<file path="config.mk">
export PLATFORM = sky130hd
export DESIGN_NAME = fifo_rd_stream
export DESIGN_NICKNAME = d
export VERILOG_FILES = /design/src/rtl/fifo_rd_stream.sv
export SDC_FILE = /design/constraint.sdc
export NUM_CORES = 1
export LEC_CHECK = 0
export BUFFER_PORTS_ARGS = -buffer_cell sky130_fd_sc_hd__buf_2
export CORE_ASPECT_RATIO = 0.75
export CORE_MARGIN = 5
export CORE_UTILIZATION = 52
export CTS_CLUSTER_DIAMETER = 200
export CTS_CLUSTER_SIZE = 8
export DETAILED_ROUTE_END_ITERATION = 10
export PLACE_DENSITY = 0.79
export SYNTH_ARGS = -nofsm -noshare
export SYNTH_HDL_FRONTEND = slang
export SYNTH_SLANG_ARGS = --single-unit
</file>
<file path="constraint.sdc">
create_clock -name clk -period 3.3 [get_ports clk]
set_input_delay 0.33 -clock clk [delete_from_list [all_inputs] [get_ports clk]]
set_output_delay 0.33 -clock clk [all_outputs]
set_load 0.01 [all_outputs]
</file>
<file path="src/rtl/fifo_rd_stream.sv">
// Read-side consumer for the dual-clock FIFO: issues reads and re-presents words as a valid/ready
// stream through a 3-entry buffer, with a purge sequence. Define FIFO_RD_STREAM_CNT_EN for xfer_cnt.
module fifo_rd_stream #(
  parameter int DSIZE  = 8,
  parameter int ALMOST = 3
) (
  input  logic             clk,
  input  logic             rst,
  output logic             fifo_rd_en,
  input  logic [DSIZE-1:0] fifo_rd_data,
  input  logic             fifo_empty,
  input  logic             fifo_almost_empty,
  output logic             out_valid,
  output logic [DSIZE-1:0] out_data,
  input  logic             out_ready,
  input  logic             purge,
  output logic             purge_done,
  output logic             busy,
  output logic [15:0]      xfer_cnt
);

  typedef enum logic [1:0] {ST_RUN, ST_PURGE, ST_SETTLE, ST_DONE} state_t;

  state_t           state_q, state_d;
  logic             settle_q, settle_d;
  logic             rd_q, rd_d;
  logic [1:0]       buf_cnt_q, buf_cnt_d;
  logic [DSIZE-1:0] buf_q [3];
  logic [DSIZE-1:0] buf_d [3];
  logic             rd_room;
  logic             push;
  logic             pop;

  if (ALMOST < 2) begin : g_almost_check
    $error("fifo_rd_stream: ALMOST must be at least 2");
  end

  // The FIFO flags lag one read, so a read right after a read is only safe above almost-empty.
  always_comb begin
    rd_room = 1'b0;
    case (state_q)
      ST_RUN:   rd_room = ({1'b0, buf_cnt_q} + {2'b00, rd_q}) < 3'd3;
      ST_PURGE: rd_room = 1'b1;
      default:  rd_room = 1'b0;
    endcase
    fifo_rd_en = !fifo_empty && (!rd_q || !fifo_almost_empty) && rd_room;
  end

  assign out_valid  = (buf_cnt_q != 2'd0) && (state_q == ST_RUN);
  assign out_data   = buf_q[0];
  assign busy       = (state_q != ST_RUN);
  assign purge_done = (state_q == ST_DONE);
  assign pop        = out_valid && out_ready;
  assign push       = rd_q && (state_q == ST_RUN);
  assign rd_d       = fifo_rd_en;

  always_comb begin
    state_d  = state_q;
    settle_d = 1'b0;
    case (state_q)
      ST_RUN: begin
        if (purge) state_d = ST_PURGE;
      end
      ST_PURGE: begin
        if (fifo_empty && !rd_q) state_d = ST_SETTLE;
      end
      ST_SETTLE: begin
        if (!fifo_empty)   state_d = ST_PURGE;
        else if (settle_q) state_d = ST_DONE;
        else               settle_d = 1'b1;
      end
      default: state_d = ST_RUN;
    endcase
  end

  // Head lives in entry 0; a pop shifts down before the captured word lands behind the survivors.
  always_comb begin
    buf_d     = buf_q;
    buf_cnt_d = buf_cnt_q;
    if (pop) begin
      buf_d[0]  = buf_q[1];
      buf_d[1]  = buf_q[2];
      buf_cnt_d = buf_cnt_q - 2'd1;
    end
    if (push) begin
      case (buf_cnt_d)
        2'd0:    buf_d[0] = fifo_rd_data;
        2'd1:    buf_d[1] = fifo_rd_data;
        default: buf_d[2] = fifo_rd_data;
      endcase
      buf_cnt_d = buf_cnt_d + 2'd1;
    end
    if ((state_q == ST_RUN) && purge) buf_cnt_d = 2'd0;
  end

  always_ff @(posedge clk) begin
    if (rst) begin
      state_q   <= ST_RUN;
      settle_q  <= 1'b0;
      rd_q      <= 1'b0;
      buf_cnt_q <= 2'd0;
      for (int i = 0; i < 3; i++) buf_q[i] <= '0;
    end else begin
      state_q   <= state_d;
      settle_q  <= settle_d;
      rd_q      <= rd_d;
      buf_cnt_q <= buf_cnt_d;
      for (int i = 0; i < 3; i++) buf_q[i] <= buf_d[i];
    end
  end

`ifdef FIFO_RD_STREAM_CNT_EN
  logic [15:0] xfer_cnt_q, xfer_cnt_d;

  assign xfer_cnt_d = xfer_cnt_q + {15'd0, pop};
  assign xfer_cnt   = xfer_cnt_q;

  always_ff @(posedge clk) begin
    if (rst) xfer_cnt_q <= 16'd0;
    else     xfer_cnt_q <= xfer_cnt_d;
  end
`else
  assign xfer_cnt = 16'd0;
`endif

endmodule

</file>
==> results.rst, run 1 <==
.. list-table::
   :header-rows: 1

   * - Metric
     - Value
   * - Unrepaired setup endpoints after global routing
     - no
   * - TritonRoute pass-1 iters
     - 4
   * - Total I/O pin count
     - 42
   * - Synth-to-layout area growth
     - 7.77%
   * - Overall die height
     - 58.0 um
   * - Most frequent cell on the critical path
     - sky130_fd_sc_hd__ha_1
   * - Num CTS Buffers
     - 5
   * - Pwr per Cell Area
     - between 500 and 600 nW/um^2
   * - Post-layout min period
     - about 2.7 ns
   * - Cell chain of the critical path
     - inv_1 > ha_1 > or4b_1 > and2_1 > nor2_1 > ha_1 > nand3_1 > a311oi_1
   * - Critical Path AT
     - 2.90 ns
   * - R2r worst-path depth
     - 8
   * - Mean area per synthesized cell
     - 8.30 sq um
   * - Total number of nets in the final design
     - 225
   * - Post-cts repair resize count
     - 0
   * - Distinct cell type count after synthesis
     - 37
   * - Sequential cell area
     - 601 sq um
   * - Pin count of the biggest net entering global routing
     - 33
   * - Post-DR wirelength/cell
     - 13.2 um
   * - Buffers plus inverters on the worst setup path
     - 1
   * - RD Place Congestion
     - between 0.8 and 0.9
   * - Critical path endpoint category
     - flop
   * - Worst hold endpoint
     - buf_cnt_q[1]$_SDFF_PP0_
   * - Setup crit start kind
     - flop
   * - Startpoint-to-endpoint class of the critical path
     - flop to flop
   * - GRT Total Usage
     - 0.166
   * - Grt ovf
     - 0
   * - Most area-hungry cell type in the Yosys netlist
     - sky130_fd_sc_hd__dfxtp_1
   * - Number of logic stages on the critical path including buffering
     - 8
   * - Min Hold Slack
     - roughly 0.3 ns
   * - HPWL after DPL
     - 2350 um
   * - Starting utilization of the core area
     - 0.543
   * - Cell leakage power
     - approximately 0.75 nW
   * - Number of register bits inferred by synthesis
     - 30
   * - Clock net sink count
     - 30
   * - Maximum VDD drop
     - 255 uV
   * - Top cell family by delay on the critical path
     - simple AND/OR/NAND/NOR gates
   * - Largest incremental delay on the critical path
     - roughly 0.55 ns
   * - Yosys top cell area share
     - 0.377
   * - Count of filler cells inserted in the layout
     - 266
   * - Count of mapped cells out of synthesis
     - around 190
   * - Fraction of final layout cells with drive strength greater than 1
     - 0.173
   * - Root buffer cell
     - sky130_fd_sc_hd__clkbuf_8
   * - Crit share post-route
     - 0.823
   * - Antenna diode count
     - 0
   * - Max-capacitance violation count
     - 0
   * - Placeable core region
     - 2940 sq um
   * - Setup tns final
     - 0 ns
   * - Hold Crit Class
     - input port to flop
   * - Per-cell via count in the routed design
     - around 5.2
   * - CTS tree
     - done
   * - Max Root-Sink Buffers
     - 2
   * - Post-synthesis instance area
     - 1590 sq um
   * - Outcome
     - finished, final reports clean
   * - Worst clock skew on the final layout
     - 0.00976 ns
   * - DRC viols
     - 0
   * - Worst reg2reg setup slack
     - 0.58 ns
   * - DIE AREA
     - roughly 4300 sq um
   * - Max_slew headroom
     - 0.581
   * - Number of buffers inserted by port buffering
     - 25
   * - CTS hold repair buffers
     - 0
   * - Via count of the first global-routing pass
     - 1172
   * - Synth area leaders
     - sky130_fd_sc_hd__dfxtp_1, sky130_fd_sc_hd__buf_4, sky130_fd_sc_hd__a311oi_1, sky130_fd_sc_hd__nand2_1, sky130_fd_sc_hd__mux2i_1
   * - Initial antenna violation count
     - 0
   * - Count of final max-slew check failures
     - 0
   * - Register area share after synthesis
     - 0.377
   * - Iteration-0 DRC Markers
     - around 220
   * - Drt total wl
     - roughly 3300 um
   * - Area of the multi-input gates
     - ~810 sq um
   * - Post-CTS Setup Inserts
     - 0
   * - Worst Hold Depth
     - 2
   * - Leading cell types in the layout, fill and taps excluded
     - sky130_fd_sc_hd__nand2_1, sky130_fd_sc_hd__dfxtp_1, sky130_fd_sc_hd__buf_2
   * - Clock-pin slew on the worst setup and hold paths
     - 0.06 ns
   * - Via total after detailed routing
     - 1290
   * - Wire length of the first global-routing pass
     - 5420 um
   * - Width of the die
     - 73.9 um
   * - Count of nets left with antenna violations after detail routing
     - 0
   * - Clock latency of the later-clocked register in the worst-skew pair
     - 0.29 ns
   * - Htree depth
     - 2
   * - Count of final setup violators
     - 0
   * - Critical-path top delay cell
     - sky130_fd_sc_hd__or4b_1
   * - Yosys warning total
     - 0
   * - Max Fclk
     - 368 MHz
   * - Number of core rows
     - 17
   * - Transition at the pin with the smallest max-transition slack
     - 0.628 ns
   * - Post-layout power
     - ~0.00086 W
   * - Endpoint of the lowest-slack register-to-register path
     - buf_q[15]$_SDFF_PP0_
   * - Startpoint of the worst register-to-register path
     - buf_cnt_q[0]$_SDFF_PP0_
   * - Maximum net fanout on the critical path
     - 16
   * - CP required
     - roughly 3.5 ns
   * - Final hold violation count
     - 0
   * - Most common cell after layout, fill and taps aside
     - sky130_fd_sc_hd__nand2_1
   * - Critical hold path startpoint
     - purge
==> synthesized netlist by cell type <==
cell type and count:
sky130_fd_sc_hd__nand2_1 33, sky130_fd_sc_hd__dfxtp_1 30, sky130_fd_sc_hd__buf_4 24, sky130_fd_sc_hd__nor2_1 24, sky130_fd_sc_hd__a311oi_1 16, sky130_fd_sc_hd__mux2i_1 9
sky130_fd_sc_hd__nor3_1 9, sky130_fd_sc_hd__clkbuf_1 5, sky130_fd_sc_hd__ha_1 4, sky130_fd_sc_hd__a21oi_1 3, sky130_fd_sc_hd__buf_2 3, sky130_fd_sc_hd__inv_1 3
sky130_fd_sc_hd__nand2b_1 3, sky130_fd_sc_hd__and2_1 2, sky130_fd_sc_hd__nor2b_1 2, sky130_fd_sc_hd__a2111o_1 1, sky130_fd_sc_hd__a2111oi_0 1, sky130_fd_sc_hd__a221oi_1 1
sky130_fd_sc_hd__and4b_1 1, sky130_fd_sc_hd__buf_1 1, sky130_fd_sc_hd__buf_6 1, sky130_fd_sc_hd__conb_1 1, sky130_fd_sc_hd__nand3_1 1, sky130_fd_sc_hd__nand3b_1 1
sky130_fd_sc_hd__nor3b_1 1, sky130_fd_sc_hd__nor4_1 1, sky130_fd_sc_hd__o211ai_1 1, sky130_fd_sc_hd__o21a_1 1, sky130_fd_sc_hd__o21ai_0 1, sky130_fd_sc_hd__o21bai_1 1
sky130_fd_sc_hd__o31ai_1 1, sky130_fd_sc_hd__or2_1 1, sky130_fd_sc_hd__or3b_1 1, sky130_fd_sc_hd__or3b_2 1, sky130_fd_sc_hd__or4b_1 1, sky130_fd_sc_hd__xnor2_1 1
sky130_fd_sc_hd__xor2_1 1
==> area by class of cell <==
type                    count  area share
well taps                  38      0.0277
multi-input cells         140       0.471
repair buffers             27      0.0816
flip-flops and latches     30       0.350
inverters                   3     0.00655
clock buffers               5      0.0401
clock inverters             3      0.0233
==> layer usage <==
| metal | track usage | vias to the layer above | share of wire |
|---|---|---|---|
| li1 | - | 659 | - |
| met1 | 0.241 | 574 | 0.49 |
| met2 | 0.213 | 51 | 0.40 |
| met3 | 0.0451 | 6 | 0.085 |
| met4 | 0.101 | 0 | 0.024 |
| met5 | 0 | - | 0 |
==> cells by family after synthesis <==
kind of cell | Yosys count | synth area share
DFF | 30 | 0.377
other | 1 | 0.00235
and+or+nand+nor | 82 | 0.234
buffers and inverters | 37 | 0.151
xor gates and xnor gates | 2 | 0.0110
muxes | 9 | 0.0565
adders and majority gates | 4 | 0.0314
AOI/OAI and AO/OA | 27 | 0.137
==> how the worst max path moves through the flow <==
stage          slack [ns]                    end                     from
3_5_place_dp         0.58   buf_q[15]$_SDFF_PP0_  buf_cnt_q[0]$_SDFF_PP0_
5_1_grt              0.41   buf_q[15]$_SDFF_PP0_  buf_cnt_q[0]$_SDFF_PP0_
4_1_cts              0.58   buf_q[15]$_SDFF_PP0_  buf_cnt_q[0]$_SDFF_PP0_
2_1_floorplan        0.58   buf_q[13]$_SDFF_PP0_  buf_cnt_q[0]$_SDFF_PP0_
6_report             0.58   buf_q[15]$_SDFF_PP0_  buf_cnt_q[0]$_SDFF_PP0_
3_3_place_gp         0.71  buf_q[1]$_SDFFE_PP0P_  buf_cnt_q[0]$_SDFF_PP0_
==> worst register-to-register path: stages, from the launching register on <==
cell and delay, ns:
sky130_fd_sc_hd__dfxtp_1 0.42, sky130_fd_sc_hd__inv_1 0.11, sky130_fd_sc_hd__ha_1 0.24, sky130_fd_sc_hd__or4b_1 0.55
sky130_fd_sc_hd__and2_1 0.21, sky130_fd_sc_hd__nor2_1 0.10, sky130_fd_sc_hd__ha_1 0.18, sky130_fd_sc_hd__nand3_1 0.42
sky130_fd_sc_hd__a311oi_1 0.40
==> state kept, by name, summed over array words and instances, names as in the netlist <==
register / count
rd_q: 1
state_q: 2
buf_q: 16
settle_q: 1
buf_cnt_q: 2
out_data: 8
==> report_power, final <==
part / switching [W] / internal (W) / total (W)
clock network: 0.000137 / 0.000222 / 0.000359
logic: 0.0000696 / 0.0000416 / 0.000111
registers: 0.0000126 / 0.000379 / 0.000391
total: 0.000219 / 0.000642 / 0.000861
==> stage by stage <==
step | util | cells | area, sq um | worst slack [ns]
floorplan | - | 207 | 1650 | 0.578
global placement | 0.548 | 238 | 1610 | 0.707
detailed placement | 0.548 | 238 | 1610 | 0.582
CTS | 0.585 | 246 | 1720 | 0.579
global route | 0.585 | 246 | 1720 | 0.407
finish | 0.585 | 246 | 1720 | 0.584
Power figures use the tool's default switching activity.
==> inputs of run 2 (changes only) <==
==> constraint.sdc (replaced) <==
create_clock -name clk -period 2.53 [get_ports clk]
set_input_delay 0.253 -clock clk [delete_from_list [all_inputs] [get_ports clk]]
set_output_delay 0.253 -clock clk [all_outputs]
set_load 0.01 [all_outputs]
==> run 2 against run 1 <==
Sequential cell count did not move. Die area did not move. Wire length rose by 2.4%. Utilization rose by 3.7 points. Total power rose by 48%. Setup slack got worse by 0.52 ns. Global-route usage barely moved. First-iteration DRC count fell by 45%. Final cell count rose by 2.0%. Clock power rose by 67%. Clock skew fell by 0.0012 ns. Worst hold slack got worse by 0.067 ns. Critical path type unchanged. Highest routed layer unchanged.
==> results.rst, run 2 (synthesized netlist as in run 1, its figures left out) <==
.. list-table::
   :header-rows: 1

   * - Metric
     - Value
   * - Cell chain of the critical path
     - inv_2 > ha_4 > or4b_4 > xnor2_2 > ha_2 > a2111o_2 > mux2i_1 > nor2_1
   * - Via total after detailed routing
     - 1314
   * - Number of buffers inserted by port buffering
     - 25
   * - Final hold violation count
     - 0
   * - Cell leakage power
     - 0.798 nW
   * - Top cell family by delay on the critical path
     - simple AND/OR/NAND/NOR gates
   * - Leading cell types in the layout, fill and taps excluded
     - sky130_fd_sc_hd__nand2_1, sky130_fd_sc_hd__dfxtp_1, sky130_fd_sc_hd__buf_2
   * - Crit share post-route
     - 0.976
   * - Max_slew headroom
     - 0.628
   * - Most common cell after layout, fill and taps aside
     - sky130_fd_sc_hd__nand2_1
   * - TritonRoute pass-1 iters
     - 5
   * - Max Root-Sink Buffers
     - 2
   * - Max-capacitance violation count
     - 0
   * - Post-route insts no fill
     - around 250
   * - DRC viols
     - 0
   * - Final std cell area, no fill
     - roughly 1800 sq um
   * - Relative contribution of sequential cells to total power
     - 0.398
   * - Root buffer cell
     - sky130_fd_sc_hd__clkbuf_8
   * - Total number of nets in the final design
     - 230
   * - Htree depth
     - 2
   * - Share of power burned in combinational logic
     - 0.130
   * - Relative contribution of the clock network to total power
     - 0.472
   * - Width of the die
     - approximately 74 um
   * - Synth-to-layout area growth
     - 14.6%
   * - HPWL after DPL
     - 2410 um
   * - Num CTS Buffers
     - 5
   * - Worst clock skew on the final layout
     - 0.00858 ns
   * - Total I/O pin count
     - 42
   * - Wire length of the first global-routing pass
     - 5490 um
   * - Grt ovf
     - 0
   * - Starting utilization of the core area
     - 0.543
   * - Post-layout min period
     - 2.47 ns
   * - Area of the multi-input gates
     - ~840 sq um
   * - Clock net sink count
     - 30
   * - Count of filler cells inserted in the layout
     - 273
   * - Internal Pwr Total
     - between 0.0009 and 0.001 W
   * - Per-cell via count in the routed design
     - around 5.2
   * - Max Fclk
     - between 400 and 500 MHz
   * - Buffers plus inverters on the worst setup path
     - 1
   * - Hold Crit Class
     - input port to flop
   * - Critical path endpoint category
     - flop
   * - Final worst setup slack
     - 0.0603 ns
   * - Number of core rows
     - 17
   * - Drt total wl
     - 3330 um
   * - Final core area utilization
     - 0.622
   * - Iteration-0 DRC Markers
     - 118
   * - Most flops, register
     - buf_q
   * - Largest incremental delay on the critical path
     - around 0.57 ns
   * - Placed cell areas
     - 1650 sq um
   * - Outcome
     - finished, final reports clean
   * - Pin count of the biggest net entering global routing
     - 33
   * - Placed cell count
     - 243
   * - Count of final setup violators
     - 0
   * - Post-DR wirelength/cell
     - ~13 um
   * - Net switching fraction of the power
     - 0.231
   * - Pwr per Cell Area
     - 697 nW/um^2
   * - Post-placement setup slack
     - ~0.053 ns
   * - Flip-flop count of the largest register after layout
     - 16
   * - Fraction of final layout cells with drive strength greater than 1
     - 0.239
   * - Critical Path AT
     - 2.62 ns
   * - Startpoint-to-endpoint class of the critical path
     - flop to flop
   * - DIE AREA
     - approximately 4300 sq um
   * - Antenna diode count
     - 0
   * - Min Hold Slack
     - between 0.2 and 0.25 ns
   * - Count of final max-slew check failures
     - 0
   * - Transition at the pin with the smallest max-transition slack
     - roughly 0.56 ns
   * - Count of nets left with antenna violations after detail routing
     - 0
   * - Maximum net fanout on the critical path
     - 8
   * - RD Place Congestion
     - 0.821
   * - Overall die height
     - 58.0 um
   * - CTS tree
     - done
   * - Sw power
     - just under 0.0003 W
   * - Sequential cell area
     - 603 sq um
   * - Placeable core region
     - 2940 sq um
   * - Setup crit start kind
     - flop
   * - Critical-path top delay cell
     - sky130_fd_sc_hd__or4b_4
   * - Post-CTS Setup Inserts
     - 0
   * - Via count of the first global-routing pass
     - 1156
   * - Clock latency of the later-clocked register in the worst-skew pair
     - about 0.29 ns
   * - CP required
     - 2.68 ns
   * - GRT Total Usage
     - 0.166
   * - Initial antenna violation count
     - 0
   * - Clock-pin slew on the worst setup and hold paths
     - 0.06 ns
   * - Maximum VDD drop
     - 656 uV
## run 2: cell types whose count changed in the layout (fill, tap and decap cells not counted), sizes merged
cell / previous run / this run
clkbuf: 5 / 6
clkinv: 2 / 0
buf: 27 / 32
bufinv: 1 / 2
## run 2: path summary, 6_finish.rpt
kind                                start                       to  slack (ns)  cells past startpoint
setup / recovery  buf_cnt_q[1]$_SDFF_PP0_    buf_q[4]$_SDFFE_PP0P_        0.06                      8
setup reg to reg  buf_cnt_q[1]$_SDFF_PP0_    buf_q[4]$_SDFFE_PP0P_        0.06                      8
hold reg to reg     buf_q[5]$_SDFFE_PP0P_     buf_q[13]$_SDFF_PP0_        0.48                      2
hold / removal                 fifo_empty  state_q[1]$_SDFFE_PP0P_        0.24                      3
## run 2: worst register-to-register path: stages (launching register included)
cell,delay [ns]
sky130_fd_sc_hd__dfxtp_2,0.37
sky130_fd_sc_hd__inv_2,0.06
sky130_fd_sc_hd__ha_4,0.16
sky130_fd_sc_hd__or4b_4,0.57
sky130_fd_sc_hd__xnor2_2,0.17
sky130_fd_sc_hd__ha_2,0.19
sky130_fd_sc_hd__a2111o_2,0.57
sky130_fd_sc_hd__mux2i_1,0.21
sky130_fd_sc_hd__nor2_1,0.05
## run 2: layer usage
metal	vias to the layer above	wire, um	track usage
met5	-	0	0
met4	0	53	0.0620
met3	6	257	0.0607
met2	42	1340	0.218
met1	600	1680	0.243
li1	666	-	-
## run 2: per-stage QoR
stage / TNS (ns) / total power (W)
global placement: 0 / 0.000672
detailed placement: 0 / 0.000674
floorplan: 0 / 0.000651
global route: -0.0242 / 0.00134
CTS: 0 / 0.00128
finish: 0 / 0.00127
## run 2: cell type report
cell class	count	share of cell area
clock buffers	6	0.0452
well taps	38	0.0260
repair buffers	32	0.0973
multi-input cells	140	0.462
inverters	3	0.00616
clock inverters	2	0.0329
flip-flops and latches	30	0.330
## run 2: power groups by stage
stage / combinational [W] / clock (W) / sequential (W)
2_1_floorplan: 0.000134 / 0 / 0.000517
3_3_place_gp: 0.000157 / 0 / 0.000516
3_5_place_dp: 0.000157 / 0 / 0.000517
4_1_cts: 0.000158 / 0.000613 / 0.000506
5_1_grt: 0.000183 / 0.000643 / 0.000509
6_report: 0.000166 / 0.000601 / 0.000507
## run 2: what timing repair did
item	4_1_cts	5_1_grt
hold buffers	0	0
endpoints found under the setup margin	0	8
resized for setup	0	9
